File: src/rtl/game_pkg.sv
// Shared encodings for the game-mode controller: FSM states, mode codes,
// HEX0 digit values and the width helper used to size the second prescaler.
package game_pkg;

    typedef enum logic [2:0] {
        ST_MENU,
        ST_INGAME,
        ST_PAUSED,
        ST_ROUND_END,
        ST_LEADERBOARD,
        ST_ENDGAME
    } state_t;

    localparam logic [3:0] MODE_MENU        = 4'b0000;
    localparam logic [3:0] MODE_INGAME      = 4'b0011;
    localparam logic [3:0] MODE_PAUSED      = 4'b0111;
    localparam logic [3:0] MODE_ROUND_END   = 4'b0001;
    localparam logic [3:0] MODE_LEADERBOARD = 4'b1001;
    localparam logic [3:0] MODE_ENDGAME     = 4'b0101;

    localparam logic [6:0] HEX_MENU        = 7'd0;
    localparam logic [6:0] HEX_INGAME      = 7'd1;
    localparam logic [6:0] HEX_PAUSED      = 7'd3;
    localparam logic [6:0] HEX_ROUND_END   = 7'd4;
    localparam logic [6:0] HEX_LEADERBOARD = 7'd5;
    localparam logic [6:0] HEX_ENDGAME     = 7'd2;

    // Number of bits needed to hold value (at least 1).
    function automatic int clog2(input int value);
        int w;
        w = 1;
        while ((longint'(1) << w) <= longint'(value))
            w = w + 1;
        return w;
    endfunction

endpackage

File: src/rtl/sec_prescaler.sv
// One-second tick generator: counts 0..CLK_HZ-1 while enabled, holds its
// count when disabled, and restarts from zero on clr.
module sec_prescaler
    import game_pkg::*;
#(
    parameter int CLK_HZ = 50000000
) (
    input  logic CLOCK_50,
    input  logic resetn,
    input  logic en,
    input  logic clr,
    output logic tick
);

    localparam int            CW  = clog2(CLK_HZ - 1);
    localparam logic [CW-1:0] TOP = CW'(CLK_HZ - 1);

    logic [CW-1:0] cnt;

    assign tick = en && (cnt == TOP);

    always_ff @(posedge CLOCK_50) begin
        if (!resetn)
            cnt <= '0;
        else if (clr)
            cnt <= '0;
        else if (en)
            cnt <= tick ? '0 : cnt + 1'b1;
    end

endmodule

File: src/rtl/game_mode_ctrl.sv
// Multi-round game-mode sequencer: menu / play / pause / round end /
// leaderboard / end game, with round countdown, saturating total and best score.
module game_mode_ctrl
    import game_pkg::*;
#(
    parameter int CLK_HZ       = 50000000,
    parameter int GAME_SECONDS = 60,
    parameter int NUM_ROUNDS   = 3,
    parameter int LB_SECONDS   = 5,
    parameter int SCORE_W      = 8
) (
    input  logic               CLOCK_50,
    input  logic               resetn,
    input  logic               key_begin,
    input  logic               key_pause,
    input  logic               user_quit,
    input  logic               game_over,
    input  logic [SCORE_W-1:0] round_score,
    output logic [3:0]         mode_code,
    output logic [6:0]         hex0holder,
    output logic               ingame_on,
    output logic [7:0]         time_left,
    output logic [3:0]         round_idx,
    output logic [SCORE_W-1:0] total_score,
    output logic [SCORE_W-1:0] best_score,
    output logic               new_best
);

    localparam logic [7:0]         GAME_T     = 8'(GAME_SECONDS);
    localparam logic [3:0]         LAST_ROUND = 4'(NUM_ROUNDS - 1);
    localparam logic [7:0]         LB_LAST    = 8'(LB_SECONDS - 1);
    localparam logic [SCORE_W-1:0] SCORE_MAX  = '1;

    state_t state, state_n;

    logic               begin_q, pause_q, begin_e, pause_e;
    logic               tick, pre_en, pre_clr;
    logic               timeout, to_round_end, quit;
    logic [SCORE_W-1:0] score_cap, sum_sat;
    logic [SCORE_W:0]   sum_raw;
    logic [7:0]         lb_cnt;

    assign begin_e      = key_begin & ~begin_q;
    assign pause_e      = key_pause & ~pause_q;
    assign quit         = user_quit && (state != ST_MENU);
    assign timeout      = tick && (time_left == 8'd1);
    assign to_round_end = game_over || timeout;

    assign sum_raw = {1'b0, total_score} + {1'b0, score_cap};
    assign sum_sat = sum_raw[SCORE_W] ? SCORE_MAX : sum_raw[SCORE_W-1:0];

    // Resuming from PAUSED is not an entry, so the prescaler keeps its phase.
    assign pre_en  = (state == ST_INGAME) || (state == ST_LEADERBOARD);
    assign pre_clr = ((state_n == ST_INGAME) && (state == ST_MENU || state == ST_ROUND_END)) ||
                     ((state_n == ST_LEADERBOARD) && (state != ST_LEADERBOARD));

    sec_prescaler #(.CLK_HZ(CLK_HZ)) u_sec (
        .CLOCK_50 (CLOCK_50),
        .resetn   (resetn),
        .en       (pre_en),
        .clr      (pre_clr),
        .tick     (tick)
    );

    always_ff @(posedge CLOCK_50) begin
        if (!resetn)
            state <= ST_MENU;
        else
            state <= state_n;
    end

    always_comb begin
        state_n    = state;
        mode_code  = MODE_MENU;
        hex0holder = HEX_MENU;
        ingame_on  = 1'b0;
        case (state)
            ST_MENU: begin
                if (begin_e) state_n = ST_INGAME;
            end
            ST_INGAME: begin
                mode_code  = MODE_INGAME;
                hex0holder = HEX_INGAME;
                ingame_on  = 1'b1;
                if (quit)              state_n = ST_MENU;
                else if (to_round_end) state_n = ST_ROUND_END;
                else if (pause_e)      state_n = ST_PAUSED;
            end
            ST_PAUSED: begin
                mode_code  = MODE_PAUSED;
                hex0holder = HEX_PAUSED;
                if (quit)         state_n = ST_MENU;
                else if (pause_e) state_n = ST_INGAME;
            end
            ST_ROUND_END: begin
                mode_code  = MODE_ROUND_END;
                hex0holder = HEX_ROUND_END;
                if (quit)                         state_n = ST_MENU;
                else if (round_idx == LAST_ROUND) state_n = ST_LEADERBOARD;
                else                              state_n = ST_INGAME;
            end
            ST_LEADERBOARD: begin
                mode_code  = MODE_LEADERBOARD;
                hex0holder = HEX_LEADERBOARD;
                if (quit)                          state_n = ST_MENU;
                else if (tick && lb_cnt == LB_LAST) state_n = ST_ENDGAME;
            end
            ST_ENDGAME: begin
                mode_code  = MODE_ENDGAME;
                hex0holder = HEX_ENDGAME;
                if (quit || begin_e) state_n = ST_MENU;
            end
            default: state_n = ST_MENU;
        endcase
    end

    always_ff @(posedge CLOCK_50) begin
        if (!resetn) begin
            begin_q     <= 1'b0;
            pause_q     <= 1'b0;
            time_left   <= '0;
            round_idx   <= '0;
            total_score <= '0;
            best_score  <= '0;
            new_best    <= 1'b0;
            score_cap   <= '0;
            lb_cnt      <= '0;
        end else begin
            begin_q  <= key_begin;
            pause_q  <= key_pause;
            new_best <= 1'b0;
            if (quit) begin
                time_left   <= '0;
                round_idx   <= '0;
                total_score <= '0;
            end else begin
                case (state)
                    ST_MENU: begin
                        if (begin_e) begin
                            time_left   <= GAME_T;
                            round_idx   <= '0;
                            total_score <= '0;
                        end
                    end
                    ST_INGAME: begin
                        // A tick coinciding with a pause edge is dropped.
                        if (to_round_end) begin
                            score_cap <= round_score;
                            if (timeout) time_left <= '0;
                        end else if (!pause_e && tick) begin
                            time_left <= time_left - 8'd1;
                        end
                    end
                    ST_ROUND_END: begin
                        total_score <= sum_sat;
                        if (round_idx == LAST_ROUND) begin
                            lb_cnt <= '0;
                            if (sum_sat > best_score) begin
                                best_score <= sum_sat;
                                new_best   <= 1'b1;
                            end
                        end else begin
                            round_idx <= round_idx + 4'd1;
                            time_left <= GAME_T;
                        end
                    end
                    ST_LEADERBOARD: begin
                        if (tick) lb_cnt <= lb_cnt + 8'd1;
                    end
                    default: ;
                endcase
            end
        end
    end

endmodule

File: config.mk
export PLATFORM = sky130hd
export DESIGN_NAME = game_mode_ctrl
export DESIGN_NICKNAME = d
export VERILOG_FILES = /design/src/rtl/game_pkg.sv /design/src/rtl/sec_prescaler.sv /design/src/rtl/game_mode_ctrl.sv
export SDC_FILE = /design/constraint.sdc
export NUM_CORES = 1
export LEC_CHECK = 0
export BUFFER_PORTS_ARGS = -buffer_cell sky130_fd_sc_hd__buf_2
export CAP_MARGIN = 0
export CORE_ASPECT_RATIO = 0.8
export CORE_MARGIN = 4
export CORE_UTILIZATION = 40
export CTS_CLUSTER_DIAMETER = 50
export DETAILED_ROUTE_END_ITERATION = 8
export HOLD_SLACK_MARGIN = 0.08
export PLACE_DENSITY = 0.56
export SYNTH_ARGS = -nofsm -noshare
export SYNTH_HDL_FRONTEND = slang
export SYNTH_HIERARCHICAL = 1
export SYNTH_SLANG_ARGS = --single-unit
File: constraint.sdc
create_clock -name CLOCK_50 -period 5.6 [get_ports CLOCK_50]
set_clock_uncertainty 0.2 [all_clocks]
set_input_delay 0.56 -clock CLOCK_50 [delete_from_list [all_inputs] [get_ports CLOCK_50]]
set_output_delay 0.56 -clock CLOCK_50 [all_outputs]
set_load 0.005 [all_outputs]
==> summary.md, run 1 <==
| Metric | Value |
|---|---|
| Core ar. | around 10000 um^2 |
| Antenna violations before repair | 0 |
| Filler cell count | slightly above 1000 |
| Vias per cell | 5.607 |
| Yosys warning count | 6 |
| Commonest non-fill, non-tap cells in the layout | dfxtp_1 (76), nor2_1 (53), buf_2 (50) |
| Internal power | 0.001087 W |
| ANT nets after route | 0 |
| Synth Cell Area | 4384 um^2 |
| Die Area | ~13000 um^2 |
| Starting Density | about two fifths |
| Syn Inst Count | 530 |
| Post-synth EDFFs | 0 |
| Combinational share of power | roughly 8.6% |
| Postcts setup bufs | 0 |
| Final setup TNS | 0 ps |
| Share of cells above drive strength 1 | roughly 14% |
| Clock transition at the registers of the reported paths | 60 ps |
| Clock power share | 51.3% |
| Period utilisation layout | between 80% and 90% |
| Post-cts repair resize count | 0 |
| Total Power | approximately 0.0014 W |
| Final Hold Vio Count | 0 |
| Routed wire per std cell | 16.03 um |
| Layout area overhead | 15.92% |
| Worst-Margin Slew | roughly 1100 ps |
| Worst hold slack | 254.3 ps |
| Clk Tree Root Cell | clkbuf_16 |
| CTS tree | yes |
| Die height | 101.6 um |
| Placed insts | 699 |
| Hold_buf cts | 0 |
| Achievable clock frequency | ~210 MHz |
| HP Class | in2reg |
| RD Place Congestion | 0.8117 |
| Yosys cell types | 68 |
| Number of antenna diodes | 0 |
| # clock sinks | 76 |
| Leakage Power | 2.036 nW |
| Sequential-to-total area share from yosys stat | 34.70% |
| Slew headroom | between 20% and 30% |
| I/O pins | 55 |
| Remaining Overflow, GRT | 0 |
| Clock buffer depth | 2 |
| Combined area of the multi-input logic cells | between 2000 and 3000 um^2 |
| Register area | 1521 um^2 |
| Yosys reg bits | 76 |
| Minimum clock period | 4656 ps |
| Worst IR Drop VDD | 149.9 uV |
| Worst setup EP type | flip-flop |
| Max Transition Viols Final | 0 |
| # rows | 33 |
| Most common cell after layout, fill and taps aside | dfxtp_1 |
| Fin cells | 715 |
| Worst Path Arrival | 4670 ps |
| Worst setup path class | reg2reg |
| First-pass GRT wire length | around 19000 um |
| Vias after detailed routing | 4009 |
| Worst-path maximum fanout | 23 |
| Buffers added on ports | 50 |
| Final wirelength | approximately 11000 um |
| Switch Pwr | about 0.00031 W |
| Clock Latency Late Sink | between 300 and 400 ps |
| Power per Cell Area | 275.8 nW/um^2 |
| Residual DRC | 0 |
| Hpwl dp | 8556 um |
| Number of CTS-inserted buffers | 9 |
| Avg Cell Area, Syn | 8.272 um^2 |
| DR iter-0 viols | 423 |
| Maxcap violations | 0 |
| Critical Path Start Type | flip-flop |
| Data required time of the worst path | approximately 5600 ps |
| RSZ-0062 raised after global routing | no |
| Post-synth ARST share | 0% |
| First-pass DRT Iterations | 5 |
| Chip Width | 125.1 um |
| Largest net degree at the start of global routing | 24 |
| Main flop type after synthesis | dfxtp_1 |
| Sw frac | 22.45% |
| Final setup violation count | 0 |
| H-tree depth | 3 |
| Placement Cell Area | 4716 um^2 |
| Total track usage | 18.34% |
| Status | finished clean |
| Fin nets | 608 |
| Vias in the first global route | roughly 3700 |
| Final instance area | between 5000 and 6000 um^2 |
| Sequential cell fraction of total power | about two fifths |
[logic make-up after synthesis]
kind of cell / count (synthesis) / synth area share (%)
xor+xnor: 23 / 4.595
fa+ha+maj: 24 / 7.021
other cells: 1 / 0.08553
compound gates: 128 / 19.01
flops: 76 / 34.70
mux: 11 / 2.540
simple gates: 221 / 27.48
buf+inv: 46 / 4.566
[state kept, by name, indices dropped and copies added (netlist names)]
name	count
u_sec/cnt	26
best_score	8
lb_cnt	8
score_cap	8
time_left	8
total_score	8
round_idx	4
state	3
begin_q	1
new_best	1
pause_q	1
[per-layer routing]
metal  vias up  share of wire [%]  GRT usage, %
li1       2027                  -             -
met1      1869                 53         26.57
met2       102                 41         27.55
met3        11                5.4         4.217
met4         0                1.0         4.917
met5         -                  0             0
[synth_stat cells (12+ instances only)]
cell type	n	area share, %
nand3_1	18	2.1
o21ai_0	23	2.6
dfxtp_1	76	35
nand2_1	38	3.3
inv_1	18	1.5
clkbuf_1	15	1.3
xnor2_1	12	2.4
nor3_1	13	1.5
nor2_1	53	4.5
a21oi_1	36	4.1
o21ai_1	12	1.4
nand4_1	15	2.1
ha_1	23	6.6
[worst max-delay path, cell delays in order (launching register included)]
cell      delay (ps)
dfxtp_1          660
or3b_1           550
nand2_1          260
and4_1           400
nand4_1          220
nor2_1           290
and4bb_1         280
a31oi_1          290
nor3_2           200
buf_4            240
nor3_1            90
a21oi_1          220
nor2b_1          130
o21ai_1          110
buf_4            290
nor2_1            90
[power by group through the flow]
| stage | Clock [W] | Sequential (W) | Combinational (W) |
|---|---|---|---|
| global route | 0.000755 | 0.000564 | 0.000135 |
| floorplan | 0 | 0.000569 | 0.0000877 |
| global placement | 0 | 0.000573 | 0.000118 |
| finish | 0.000719 | 0.000562 | 0.000121 |
| detailed placement | 0 | 0.000573 | 0.000119 |
| CTS | 0.000738 | 0.000561 | 0.000119 |
[cell type report]
cell class / count / area share [%]
clock buffer: 12 / 4.850
clock inverter: 4 / 2.363
inverter: 20 / 1.477
multi-input combinational: 411 / 52.71
sequential: 76 / 29.94
tap: 140 / 3.447
timing repair buffer: 52 / 5.219
[path summary, 6_finish.rpt]
path / end / cells after the start / slack (ps) / startpoint
min: pause_q / 2 / 250 / key_pause
min reg2reg: total_score[0] / 2 / 270 / total_score[0]
max reg2reg: u_sec/cnt[11] / 15 / 940 / state[0]
max: u_sec/cnt[11] / 15 / 940 / state[0]
[stage by stage]
stage          setup WS, ps  utilization, %
4_1_cts               974.9           48.46
3_5_place_dp          990.3           44.97
2_1_floorplan          1655               -
3_3_place_gp           1296           44.97
6_report              944.2           48.46
5_1_grt               541.7           48.46
No activity file was read; power rests on OpenSTA's default activity.
==> run 2: changes to the inputs <==
--- a/config.mk
+++ b/config.mk
@@ -5,6 +5,7 @@
 export SDC_FILE = /design/constraint.sdc
 export NUM_CORES = 1
 export LEC_CHECK = 0
+export ABC_AREA = 1
 export BUFFER_PORTS_ARGS = -buffer_cell sky130_fd_sc_hd__buf_2
 export CAP_MARGIN = 0
 export CORE_ASPECT_RATIO = 0.8
@@ -13,7 +14,7 @@
 export CTS_CLUSTER_DIAMETER = 50
 export DETAILED_ROUTE_END_ITERATION = 8
 export HOLD_SLACK_MARGIN = 0.08
-export PLACE_DENSITY = 0.56
+export PLACE_DENSITY = 0.55
 export SYNTH_ARGS = -nofsm -noshare
 export SYNTH_HDL_FRONTEND = slang
 export SYNTH_HIERARCHICAL = 1
==> constraint.sdc (replaced) <==
create_clock -name CLOCK_50 -period 4.9 [get_ports CLOCK_50]
set_clock_uncertainty 0.2 [all_clocks]
set_input_delay 0.49 -clock CLOCK_50 [delete_from_list [all_inputs] [get_ports CLOCK_50]]
set_output_delay 0.49 -clock CLOCK_50 [all_outputs]
set_load 0.005 [all_outputs]
==> run 2 against run 1 <==
  * Combinational power grew 31%
  * Worst setup slack lost 140 ps
  * Worst hold slack lost 92 ps
  * Non-clock buffer count shrank 2
  * Clock-buffer cell count grew 2
  * Die area grew 4.8%
  * Total power grew 5.9%
==> summary.md, run 2 <==
| Metric | Value |
|---|---|
| Post-synth EDFFs | 0 |
| Max Transition Viols Final | 0 |
| Final setup TNS | 0 ps |
| Main flop type after synthesis | dfxtp_1 |
| Max reg flops | 26 |
| Worst IR Drop VDD | between 100 and 150 uV |
| Most used standard cell by instance count after synthesis | nand2_1 |
| Yosys reg bits | 76 |
| Postcts setup bufs | 0 |
| Slowest CP cell | nand2_1 |
| Avg Cell Area, Syn | ~6.4 um^2 |
| H-tree depth | 3 |
| RSZ-0062 raised after global routing | no |
| Status | finished clean |
| Hpwl dp | 9008 um |
| Worst Path Arrival | 4100 ps |
| Largest Register | u_sec/cnt |
| Vias per cell | 4.817 |
| Global Route met2 Usage | about 24% |
| Flop2flop setup slack | approximately 800 ps |
| Worst-path maximum fanout | 12 |
| Synth top area share | 33.01% |
| Layout area overhead | 14.28% |
| DR iter-0 viols | 331 |
| CTS tree | yes |
| Post-synth top cells | nand2_1 (198), nor2_1 (125), inv_1 (82) |
| Clock transition at the registers of the reported paths | 60 ps |
| Most common cell after layout, fill and taps aside | nand2_1 |
| Leakage Power | 2.445 nW |
| Critical path cell sequence | inv_1 > nand3_1 > nand2_1 > nand2_1 > inv_1 > nand2_1 > nor2_1 > nand2_2 > nor2_2 > nand2_1 > inv_1 > nand2_1 > nor2_1 > nor2_2 > nor2_2 > nor2_1 > nand2_1 > nand2_1 > nand2_1 > nor2_1 > inv_1 > o21bai_4 > o21ai_0 |
| Yosys cell types | 33 |
| Grt met1 use | 28.30% |
| I/O pins | 55 |
| First-pass DRT Iterations | 5 |
| RD Place Congestion | about 0.94 |
| Worst hold slack | 162.5 ps |
| Worst setup EP type | flip-flop |
| Chip Width | roughly 130 um |
| Fin cells | 913 |
| Antenna violations before repair | 0 |
| Worst setup path class | reg2reg |
| Residual DRC | 0 |
| Minimum clock period | about 4100 ps |
| Slew headroom | 54.52% |
| Share of cells above drive strength 1 | roughly 14% |
| Routed wire per std cell | 12.93 um |
| Commonest non-fill, non-tap cells in the layout | nand2_1 (198), nor2_1 (125), inv_1 (82) |
| Post-cts repair resize count | 0 |
| Reg2reg start | state[0] |
| Clock Latency Late Sink | 330 ps |
| First-pass GRT wire length | 19640 um |
| Yosys warning count | 6 |
| Die Area | approximately 13000 um^2 |
| Final setup violation count | 0 |
| Core ar. | about 11000 um^2 |
| Largest net degree at the start of global routing | 22 |
| Remaining Overflow, GRT | 0 |
| Buffers added on ports | 50 |
| Critical Path Start Type | flip-flop |
| ANT nets after route | 0 |
| Power per Cell Area | between 200 and 300 nW/um^2 |
| Crit path launch | state[0] |
| Final wirelength | 11810 um |
| Crit path buffers/inverters | 4 |
| Post-synth top area cell | dfxtp_1 |
| Starting Density | approximately two fifths |
| Clk Tree Root Cell | clkbuf_16 |
| Global route hottest layer | met1 |
| Worst-Margin Slew | approximately 680 ps |
| Sequential-to-total area share from yosys stat | 33.01% |
| Placed insts | 898 |
| Most used cell, CP | nand2_1 |
| Final Hold Vio Count | 0 |
| Syn Inst Count | 715 |
| Achievable clock frequency | 244.1 MHz |
| Ranking of synthesized cells by area | dfxtp_1 (33%), nand2_1 (16%), nor2_1 (10%), inv_1 (6.7%), ha_1 (6.2%) |
| Total track usage | 18.14% |
| Delay-heaviest family, CP | simple AND/OR/NAND/NOR gates |
| # clock sinks | 76 |
| CP peak stage delay | 470 ps |
| Number of antenna diodes | 0 |
| Die height | 104.0 um |
| Fin nets | 803 |
| Maxcap violations | 0 |
| Met3 usage in global routing | 4.569% |
| Synth Cell Area | 4609 um^2 |
| # rows | 34 |
| HP Class | in2reg |
| Vias after detailed routing | 4398 |
| Post-synth ARST share | 0% |
| Period utilisation layout | 83.60% |
| Data required time of the worst path | between 4000 and 5000 ps |
| Hold Path Origin | key_pause |
| Clock buffer depth | 2 |
| Vias in the first global route | 3871 |
| Number of CTS-inserted buffers | 9 |
| Placement Cell Area | 4964 um^2 |
| Final instance area | 5268 um^2 |
| Hold_buf cts | 0 |
-- run 2: cell count changes in the layout (fill, tap and decap cells not counted), sizes merged, moves of 9 or more --
cell and change:
o21ai -11, nor2 +89, nand2 +168, nand4 -10
or4 -9, nand3 +36, mux2i -10, or3 -10
inv +71
-- run 2: kinds of logic after synthesis --
logic type / Yosys count / synth area share [%]
AOI/OAI and AO/OA: 73 / 9.121
buffers and inverters: 104 / 9.229
xor gates and xnor gates: 17 / 3.230
other: 1 / 0.08136
DFF: 76 / 33.01
adders and majority gates: 24 / 6.678
and+or+nand+nor: 420 / 38.65
-- run 2: per-layer routing --
metal / wire length [um] / share of wire, % / up-vias
met5: 0 / 0 / -
met2: 4598 / 39 / 100
met1: 6197 / 52 / 1942
met3: 861 / 7.3 / 14
li1: - / - / 2342
met4: 150 / 1.3 / 0
-- run 2: layout make-up --
cell class,count,area (um^2)
fillers,1180,5793
clock buffers,14,274.0
inverters,90,337.8
well taps,144,180.2
multi-input cells,538,2674
repair buffers,50,250.2
flip-flops and latches,76,1521
clock inverters,1,30.03
-- run 2: worst register-to-register path, stage by stage, from the launching register on --
cell	delay (ps)
dfxtp_1	360
inv_1	90
nand3_1	380
nand2_1	470
nand2_1	100
inv_1	70
nand2_1	50
nor2_1	120
nand2_2	90
nor2_2	210
nand2_1	80
inv_1	50
nand2_1	40
nor2_1	150
nor2_2	100
nor2_2	300
nor2_1	120
nand2_1	80
nand2_1	50
nand2_1	50
nor2_1	60
inv_1	330
o21bai_4	280
o21ai_0	120
-- run 2: path summary, 6_finish.rpt --
check                 end  cells after the start
max          u_sec/cnt[1]                     23
min               pause_q                      3
max reg2reg  u_sec/cnt[1]                     23
min reg2reg  time_left[1]                      2
-- run 2: per-stage QoR --
stage,setup WS [ps],total power [W],utilization [%]
final,803.5,0.001485,47.62
after global routing,298.0,0.001552,47.62
after CTS,773.3,0.001506,47.62
after detailed placement,779.7,0.0008130,44.88
after global placement,975.0,0.0008115,44.88
after floorplan,1868,0.0007663,-
-- run 2: power breakdown --
part,total [W],switching (W),internal (W)
clock,0.000685,0.000251,0.000434
sequential,0.000642,0.0000130,0.000629
combinational,0.000158,0.000107,0.0000510
==> run 3: changes to the inputs <==
--- a/config.mk
+++ b/config.mk
@@ -14,7 +14,7 @@
 export CTS_CLUSTER_DIAMETER = 50
 export DETAILED_ROUTE_END_ITERATION = 8
 export HOLD_SLACK_MARGIN = 0.08
-export PLACE_DENSITY = 0.55
+export PLACE_DENSITY = 0.58
 export SYNTH_ARGS = -nofsm -noshare
 export SYNTH_HDL_FRONTEND = slang
 export SYNTH_HIERARCHICAL = 1
==> constraint.sdc (replaced) <==
create_clock -name CLOCK_50 -period 3.75 [get_ports CLOCK_50]
set_clock_uncertainty 0.2 [all_clocks]
set_input_delay 0.375 -clock CLOCK_50 [delete_from_list [all_inputs] [get_ports CLOCK_50]]
set_output_delay 0.375 -clock CLOCK_50 [all_outputs]
set_load 0.005 [all_outputs]
==> run 3 against run 2 <==
  * Critical path depth shrank 9
  * Cell area increased by 2.4%
  * Sequential share of layout area down 0.68 points
  * Worst setup slack worse by 460 ps
  * Global-route usage shrank 0.11 points
  * First-iteration DRC count shrank 11%
  * Sequential cell count unchanged
  * Non-clock buffer count rose by 12
  * Combinational power grew 35%
  * Clock-buffer cell count shrank 2
  * Critical endpoint is now best_score[7]
==> summary.md, run 3 (synthesis gave the netlist of run 2 again) <==
| Metric | Value |
|---|---|
| Number of CTS-inserted buffers | 9 |
| Achievable clock frequency | 293.5 MHz |
| H-tree depth | 3 |
| Clk Tree Root Cell | clkbuf_16 |
| # rows | 34 |
| Data required time of the worst path | 3780 ps |
| Most common cell after layout, fill and taps aside | nand2_1 |
| Die height | ~100 um |
| Clock power share | between 40% and 50% |
| Slew headroom | approximately 55% |
| Remaining Overflow, GRT | 0 |
| Status | finished clean |
| Largest Register | u_sec/cnt |
| Commonest non-fill, non-tap cells in the layout | nand2_1 (198), nor2_1 (125), inv_1 (82) |
| Layout Utilization | 48.78% |
| Hpwl dp | 8851 um |
| Total track usage | a little under a fifth |
| Final setup TNS | 0 ps |
| I/O pins | 55 |
| Final Hold Vio Count | 0 |
| Share of cells above drive strength 1 | 14.32% |
| R2R depth | 14 |
| Worst-Margin Slew | about 670 ps |
| Worst setup path class | reg2reg |
| Critical Path Start Type | flip-flop |
| Postcts setup bufs | 0 |
| Internal power | roughly 0.0015 W |
| Clock Latency Late Sink | 330 ps |
| Residual DRC | 0 |
| Combined area of the multi-input logic cells | around 2700 um^2 |
| Sequential cell fraction of total power | 42.2% |
| HP Class | in2reg |
| Starting Density | 41.67% |
| Layout area overhead | 17.05% |
| # clock sinks | 76 |
| Worst-path maximum fanout | 15 |
| Combinational share of power | 10.7% |
| Vias in the first global route | 4034 |
| Clock buffer depth | 2 |
| Clock transition at the registers of the reported paths | about 60 ps |
| First-pass DRT Iterations | 5 |
| Worst Path Arrival | 3430 ps |
| Antenna violations before repair | 0 |
| Period utilisation layout | 90.85% |
| Filler cell count | 1155 |
| Chip Width | 128.0 um |
| Core ar. | 11060 um^2 |
| DR iter-0 viols | 296 |
| Worst IR Drop VDD | 265.3 uV |
| Final wirelength | 11770 um |
| RD Place Congestion | 0.8729 |
| Vias per cell | 4.828 |
| RSZ-0062 raised after global routing | no |
| Routed wire per std cell | 12.71 um |
| Sw frac | 24.72% |
| Power per Cell Area | between 300 and 400 nW/um^2 |
| Final setup violation count | 0 |
| Number of antenna diodes | 0 |
| Largest net degree at the start of global routing | 22 |
| ANT nets after route | 0 |
| Leakage Power | 2.502 nW |
| CTS tree | yes |
| Max reg flops | 26 |
| Max Transition Viols Final | 0 |
| Maxcap violations | 0 |
| Die Area | 13320 um^2 |
| First-pass GRT wire length | 19710 um |
| Register area | 1521 um^2 |
| Switch Pwr | 0.0004916 W |
| Vias after detailed routing | 4471 |
| Worst setup EP type | flip-flop |
| Hold path cells | 3 |
| Buffers added on ports | 50 |
| Fin nets | 815 |
| Minimum clock period | 3407 ps |
-- run 3: cell types whose count changed in the layout (fill, tap and decap cells not counted), sizes merged --
cell,delta
dlygate4sd3,+9
clkbuf,-2
buf,+3
clkinvlp,+1
bufinv,+1
clkinv,+1
-- run 3: area by class of cell --
type | count | area share [%]
clock buffer | 12 | 4.569
timing repair buffer | 62 | 6.725
tap | 144 | 3.340
clock inverter | 4 | 1.345
sequential | 76 | 28.20
inverter | 90 | 6.262
multi-input combinational | 538 | 49.56
-- run 3: stage by stage --
stage	std cells	cell area (um^2)	setup WS, ps	power, W	hold slack (ps)
after global routing	926	5395	12.49	0.002071	115.4
after CTS	926	5395	319.7	0.002012	97.01
after floorplan	718	4621	717.7	0.001001	257.9
after global placement	901	4986	353.8	0.001061	272.5
final	926	5395	343.1	0.001989	101.3
after detailed placement	901	4986	331.4	0.001063	274.9
-- run 3: worst paths after layout --
path	start	endpoint	slack (ps)
setup / recovery	total_score[0]	best_score[7]	340
hold / removal	round_score[6]	score_cap[6]	100
setup reg to reg	total_score[0]	best_score[7]	340
hold reg to reg	total_score[6]	total_score[6]	290
-- run 3: worst max-delay path, cell delays in order, from the launching register on --
cell and delay, ps:
dfxtp_1 330, ha_1 240, fa_1 420, nand3_1 110
nand2_1 120, a21oi_2 360, nand3_1 280, ha_1 370
nand2_1 60, nor2_1 220, nand2_1 80, nand2_1 120
nand2_2 180, nor2_1 150, nor2_1 50
-- run 3: power groups by stage --
stage | logic, W | registers, W | clock network (W)
floorplan | 0.000148 | 0.000853 | 0
global placement | 0.000205 | 0.000856 | 0
detailed placement | 0.000206 | 0.000857 | 0
CTS | 0.000214 | 0.000839 | 0.000959
global route | 0.000243 | 0.000841 | 0.000987
finish | 0.000213 | 0.000840 | 0.000936
-- run 3: timing repair --
item	4_1_cts	5_1_grt
resized for setup	0	0
endpoints found under the hold margin	9	0
hold buffers	9	0
-- run 3: layer usage --
| metal | part of all wire (%) | GRT usage, % |
|---|---|---|
| met1 | 54 | 27.63 |
| met2 | 39 | 24.85 |
| met3 | 6.0 | 4.107 |
| met4 | 1.5 | 5.000 |
| met5 | 0 | 0 |
